==> src/rtl/window_accumulator.sv <==
`default_nettype none
// ============================================================================
// Module   : window_accumulator
// Purpose  : Multi-lane windowed accumulator. It sums LANES signed products
//            over a runtime window of 1..MAX_WIN accepted beats, with
//            saturating adds. Each finished window sum goes downstream through
//            a single-slot valid/ready output register.
// Ports    : clk, rst           clock (rising edge) and asynchronous
//                               active-high reset
//            clear_i            synchronous abort of the partial window
//            win_len_i          window length, sampled on the first beat
//            in_valid_i/in_ready_o/in_data_i     input beat handshake and
//                                                lanes
//            out_valid_o/out_ready_i/out_data_o  result slot handshake and
//                                                sums
//            out_sat_o          per-lane flag: the lane saturated in the
//                               window
//            busy_o             a partial window is in progress
// Revision : 1.0  initial release
// ============================================================================
module window_accumulator #(
  parameter int IN_W    = 8,
  parameter int ACC_W   = 16,
  parameter int LANES   = 4,
  parameter int MAX_WIN = 9,
  localparam int CW     = $clog2(MAX_WIN + 1)
) (
  input  logic                   clk,
  input  logic                   rst,
  input  logic                   clear_i,
  input  logic [CW-1:0]          win_len_i,
  input  logic                   in_valid_i,
  output logic                   in_ready_o,
  input  logic [LANES*IN_W-1:0]  in_data_i,
  output logic                   out_valid_o,
  input  logic                   out_ready_i,
  output logic [LANES*ACC_W-1:0] out_data_o,
  output logic [LANES-1:0]       out_sat_o,
  output logic                   busy_o
);

  typedef enum logic [0:0] {S_IDLE = 1'b0, S_ACCUM = 1'b1} state_t;

  state_t                 state_q, state_d;
  logic [CW-1:0]          count_q, count_d;
  logic [CW-1:0]          len_q, len_d;
  logic [LANES*ACC_W-1:0] acc_q, acc_d;
  logic [LANES-1:0]       sat_q, sat_d;
  logic                   out_valid_q, out_valid_d;
  logic [LANES*ACC_W-1:0] out_data_q, out_data_d;
  logic [LANES-1:0]       out_sat_q, out_sat_d;

  logic [CW-1:0]          w_len_clamp;
  logic [CW-1:0]          w_eff_len;
  logic                   w_last;
  logic                   w_accept;
  logic [LANES*ACC_W-1:0] w_acc_base;
  logic [LANES-1:0]       w_sat_base;
  logic [LANES*ACC_W-1:0] w_sum;
  logic [LANES-1:0]       w_ovf;

  // A zero length means a window of one beat. Oversized lengths are cut
  // down to MAX_WIN.
  always_comb begin
    if (win_len_i == '0)
      w_len_clamp = CW'(1);
    else if (win_len_i > CW'(MAX_WIN))
      w_len_clamp = CW'(MAX_WIN);
    else
      w_len_clamp = win_len_i;
  end

  // In IDLE the window has not been latched yet. The incoming beat's own
  // length therefore decides whether that beat is also the last one.
  assign w_eff_len  = (state_q == S_IDLE) ? w_len_clamp : len_q;
  assign w_last     = (count_q == w_eff_len - CW'(1));
  assign in_ready_o = !clear_i && !(w_last && out_valid_q && !out_ready_i);
  assign w_accept   = in_valid_i && in_ready_o;

  // The first beat of a window always adds to zero.
  assign w_acc_base = (state_q == S_IDLE) ? '0 : acc_q;
  assign w_sat_base = (state_q == S_IDLE) ? '0 : sat_q;

  // Per-lane saturating add. The sum is one bit wider than the accumulator.
  // Overflow shows as disagreement between its top two bits.
  for (genvar i = 0; i < LANES; i++) begin : g_lane
    logic signed [ACC_W-1:0] w_a;
    logic signed [IN_W-1:0]  w_x;
    logic signed [ACC_W:0]   w_s;

    assign w_a = w_acc_base[i*ACC_W +: ACC_W];
    assign w_x = in_data_i[i*IN_W +: IN_W];
    assign w_s = {w_a[ACC_W-1], w_a} + {{(ACC_W + 1 - IN_W){w_x[IN_W-1]}}, w_x};
    assign w_ovf[i] = w_s[ACC_W] ^ w_s[ACC_W-1];
    assign w_sum[i*ACC_W +: ACC_W] =
        !w_ovf[i]  ? w_s[ACC_W-1:0] :
        w_s[ACC_W] ? {1'b1, {(ACC_W-1){1'b0}}} :
                     {1'b0, {(ACC_W-1){1'b1}}};
  end

  always_comb begin
    state_d     = state_q;
    count_d     = count_q;
    len_d       = len_q;
    acc_d       = acc_q;
    sat_d       = sat_q;
    out_valid_d = out_valid_q;
    out_data_d  = out_data_q;
    out_sat_d   = out_sat_q;

    // A handshake empties the slot. A window completing in the same cycle
    // (below) overrides this and reloads the slot.
    if (out_valid_q && out_ready_i)
      out_valid_d = 1'b0;

    if (clear_i) begin
      state_d = S_IDLE;
      count_d = '0;
      acc_d   = '0;
      sat_d   = '0;
    end else if (w_accept) begin
      if (state_q == S_IDLE)
        len_d = w_len_clamp;
      if (w_last) begin
        state_d     = S_IDLE;
        count_d     = '0;
        acc_d       = '0;
        sat_d       = '0;
        out_valid_d = 1'b1;
        out_data_d  = w_sum;
        out_sat_d   = w_sat_base | w_ovf;
      end else begin
        state_d = S_ACCUM;
        count_d = count_q + CW'(1);
        acc_d   = w_sum;
        sat_d   = w_sat_base | w_ovf;
      end
    end
  end

  always_ff @(posedge clk or posedge rst) begin
    if (rst) begin
      state_q     <= S_IDLE;
      count_q     <= '0;
      len_q       <= '0;
      acc_q       <= '0;
      sat_q       <= '0;
      out_valid_q <= 1'b0;
      out_data_q  <= '0;
      out_sat_q   <= '0;
    end else begin
      state_q     <= state_d;
      count_q     <= count_d;
      len_q       <= len_d;
      acc_q       <= acc_d;
      sat_q       <= sat_d;
      out_valid_q <= out_valid_d;
      out_data_q  <= out_data_d;
      out_sat_q   <= out_sat_d;
    end
  end

  assign out_valid_o = out_valid_q;
  assign out_data_o  = out_data_q;
  assign out_sat_o   = out_sat_q;
  assign busy_o      = (count_q != '0);

endmodule
`default_nettype wire

==> config.mk <==
export PLATFORM = sky130hd
export DESIGN_NAME = window_accumulator
export DESIGN_NICKNAME = d
export VERILOG_FILES = /design/src/rtl/window_accumulator.sv
export SDC_FILE = /design/constraint.sdc
export NUM_CORES = 1
export LEC_CHECK = 0
export CAP_MARGIN = 20
export CORE_UTILIZATION = 57
export CTS_CLUSTER_DIAMETER = 120
export DETAILED_ROUTE_END_ITERATION = 6
export GPL_ROUTABILITY_DRIVEN = 0
export PLACE_DENSITY = 0.92
export SLEW_MARGIN = 20
export SYNTH_ARGS = -nofsm -noshare
export SYNTH_HDL_FRONTEND = slang
export SYNTH_SLANG_ARGS = --single-unit
==> constraint.sdc <==
create_clock -name clk -period 5.9 [get_ports clk]
set_input_delay 0.885 -clock clk [delete_from_list [all_inputs] [get_ports clk]]
set_output_delay 0.885 -clock clk [all_outputs]
set_load 0.03 [all_outputs]
==> flow_summary_export.csv <==
group,metric,value,unit
cts,clock_sinks,146,
cts,clockRootBuffer,"clkbuf_16",
placement,placedCellCount,1278,
logic_synthesis,synth_top_flop_cell,"dfrtp_1",
logic_synthesis,synth_area,9460,µm²
critical_path,critPathKind,"reg2reg",
final_layout,drive_above_1_share,6.313,%
cts,hold_buffers,0,
timing,grt_setup_unrepaired,"no",
timing,holdWs,471.5,ps
logic_synthesis,ys_async_sr_fraction,100.0,%
logic_synthesis,synthesis.nets,1111,
logic_synthesis,synthAdderAreaFrac,10.83,%
critical_path,r2r.worst_path.cells,16,
logic_synthesis,yosys.area_share.simple,14.03,%
drt,wl_per_cell,18.25,µm
cts,clk_latency,430,ps
power,p_per_area,398.6,nW/µm²
logic_synthesis,seq_area_frac_synth,38.62,%
drt,first_iter_violations,649,
critical_path,worstSetupStartpointType,"flip-flop",
drt,ant_nets,0,
grt,first_global_vias,7985,
floorplan,die_h,130.8,µm
placement,dpl.hpwl,16290,µm
cts,ctsLongestPathBuffers,2,
logic_synthesis,synth_cell_types,66,
logic_synthesis,ys_top_cells_by_count,"dfrtp_1, o21ai_0, nand2_1, ha_1, and2_1",
floorplan,core,16060,µm²
timing,fmax,206.8,MHz
cts,cts_tree,"done",
logic_synthesis,synthTopCellsByArea,"dfrtp_1, ha_1, o21ai_0",
logic_synthesis,postSynthCellCount,993,
logic_synthesis,synth_xor_xnor_area_share,4.999,%
drt,drc,0,
timing,setup-violations-final,0,
final_layout,layout.cells.non_filler,1309,
power,vdd_drop_max,0.2985,mV
critical_path,cpPeakStageDelay,960,ps
critical_path,worstPathArrival,5110,ps
grt,track_usage,29.46,%
timing,hold_violations,0,
floorplan,start_util,58.91,%
logic_synthesis,ys_ff_latch,146,
cts,clkSlewWorstSetupHoldPaths,60,ps
logic_synthesis,synth_edf_count,0,
floorplan,die_x,130.8,µm
power,p_leak,0.005231,µW
logic_synthesis,synth_compound_area_share,22.66,%
timing,relSlewSlack,36.11,%
timing,fin_worst_skew,13.75,ps
grt,grt_pass1_wl,39330,µm
drt,finalWirelength,23890,µm
logic_synthesis,syn-mean-instance-area,9.527,µm²
power,p_total,4513,µW
final_layout,area_growth,19.68,%
drt,vias,8139,
floorplan,rows,46,
final_layout,final_nets,1199,
critical_path,critPathSlowestCell,"dfrtp_2",
cts,postCtsSetupBuffers,0,
critical_path,end_kind,"flip-flop",
logic_synthesis,synth.top_cell.area_share,38.62,%
floorplan,ioPinCount,112,
logic_synthesis,synth_top_family_by_area,"compound AO/OA/AOI/OAI gates",
logic_synthesis,synth_warnings,0,
floorplan,dieArea,17120,µm²
logic_synthesis,synthMostInstantiatedCell,"dfrtp_1",
hold_path,hold_class,"reg2reg",
critical_path,crit_chain,"and2_1 -> ha_1 -> a211oi_1 -> o21ai_0 -> nand4_1 -> nand4_1 -> a31oi_1 -> o21bai_1 -> xor2_1 -> ha_1 -> inv_1 -> and3_1 -> a21oi_1 -> o41ai_1 -> a211oi_1 -> o21ai_0",
grt,gr-total-overflow,0,
grt,grt_start_max_net_pins,108,
critical_path,required,6180,ps
critical_path,path_max_fanout,51,
placement,port_buffers,111,
status,status,"complete, no violations",
logic_synthesis,synthMuxAreaShare,4.973,%
final_layout,insertedDiodeCount,0,
timing,post-route-min-period,4836,ps
drt,firstDrtPassIters,5,
hold_path,whs_path_depth,2,
final_layout,finish.utilization,70.51,%
cts,cts_buffers,17,
cts,cts_resized,0,
drt,vias_per_cell,6.218,
logic_synthesis,yosys.area.top_type,"dfrtp_1",
job,cap_violations,0,
timing,slew_viol_final,0,
cts,htreeDepth,4,
grt,grt_antenna_before_repair,0,
timing,final.setup.tns,0,ps
timing,tightest_slew,958.4,ps
timing,finalCritPeriodShare,81.97,%
[final timing paths]
path                       startpoint         to  slack (ps)
min in group asynchronous         rst  acc_q[32]        1050
min                         acc_q[50]  acc_q[50]         470
max in group asynchronous         rst  acc_q[57]        3780
max reg2reg                   state_q  acc_q[30]        1060
min reg2reg                 acc_q[50]  acc_q[50]         470
max                           state_q  acc_q[30]        1060
[logic make-up after synthesis]
group                    after synthesis
AO/OA/AOI/OAI                        327
AND/OR/NAND/NOR                      265
flip-flops                           146
adder cells (fa/ha/maj)               80
buffers and inverters                 79
XOR/XNOR                              54
multiplexers                          42
[power breakdown]
group / leakage (µW) / switching (µW) / total (µW) / internal [µW]
registers: 0.00190 / 189 / 1490 / 1300
logic: 0.00301 / 1090 / 1850 / 758
clock network: 0.000318 / 415 / 1170 / 760
total: 0.00523 / 1700 / 4510 / 2820
[critical path, delay by kind of cell (launching register included)]
family | cells | cell delay [ps]
AOI/OAI and AO/OA | 8 | 1530
DFF | 1 | 960
adders and majority gates | 2 | 880
and+or+nand+nor | 4 | 870
buffers and inverters | 1 | 250
xor gates and xnor gates | 1 | 170
[cell usage in the layout (no fill, tap or decap), types with 17 or more instances in the layout]
master           count
and2_1              68
xnor2_1             32
inv_1               24
mux2_1              34
clkbuf_16           17
ha_1                73
dfrtp_1            145
nand2_1             82
a22o_1              42
a21o_1              20
nor2_1              45
clkdlybuf4s50_1    111
xor2_1              22
o21ai_0            104
a21oi_1             65
[flip-flops by register name, summed over array words and instances, names as in the netlist]
signal and cells:
len_q 4, sat_q 4, state_q 1, acc_q 64, count_q 4, out_sat_o 4, out_data_o 64, out_valid_o 1
[metrics by stage]
stage | cell area (µm²) | setup WS [ps]
finish | 11320 | 1064
global route | 11320 | 572.5
CTS | 11320 | 1148
detailed placement | 10680 | 877.8
global placement | 10680 | 1063
floorplan | 9460 | 1092
[per-layer routing]
| layer | share of wire (%) | global-route usage, % | vias up |
|---|---|---|---|
| li1 | - | - | 3771 |
| met1 | 42 | 37.62 | 3948 |
| met2 | 49 | 49.36 | 357 |
| met3 | 6.9 | 6.107 | 63 |
| met4 | 2.3 | 10.95 | 0 |
| met5 | 0 | 0 | - |
[layout make-up]
type                       count  area [µm²]
clock buffer                  22       494.2
fill                        1121        4736
sequential                   146        3655
multi-input combinational    768        5451
inverter                      25       98.84
tap                          216       270.3
timing repair buffer         123        1201
clock inverter                 9       151.4
Note: power is estimated with default switching activity, not from simulation.
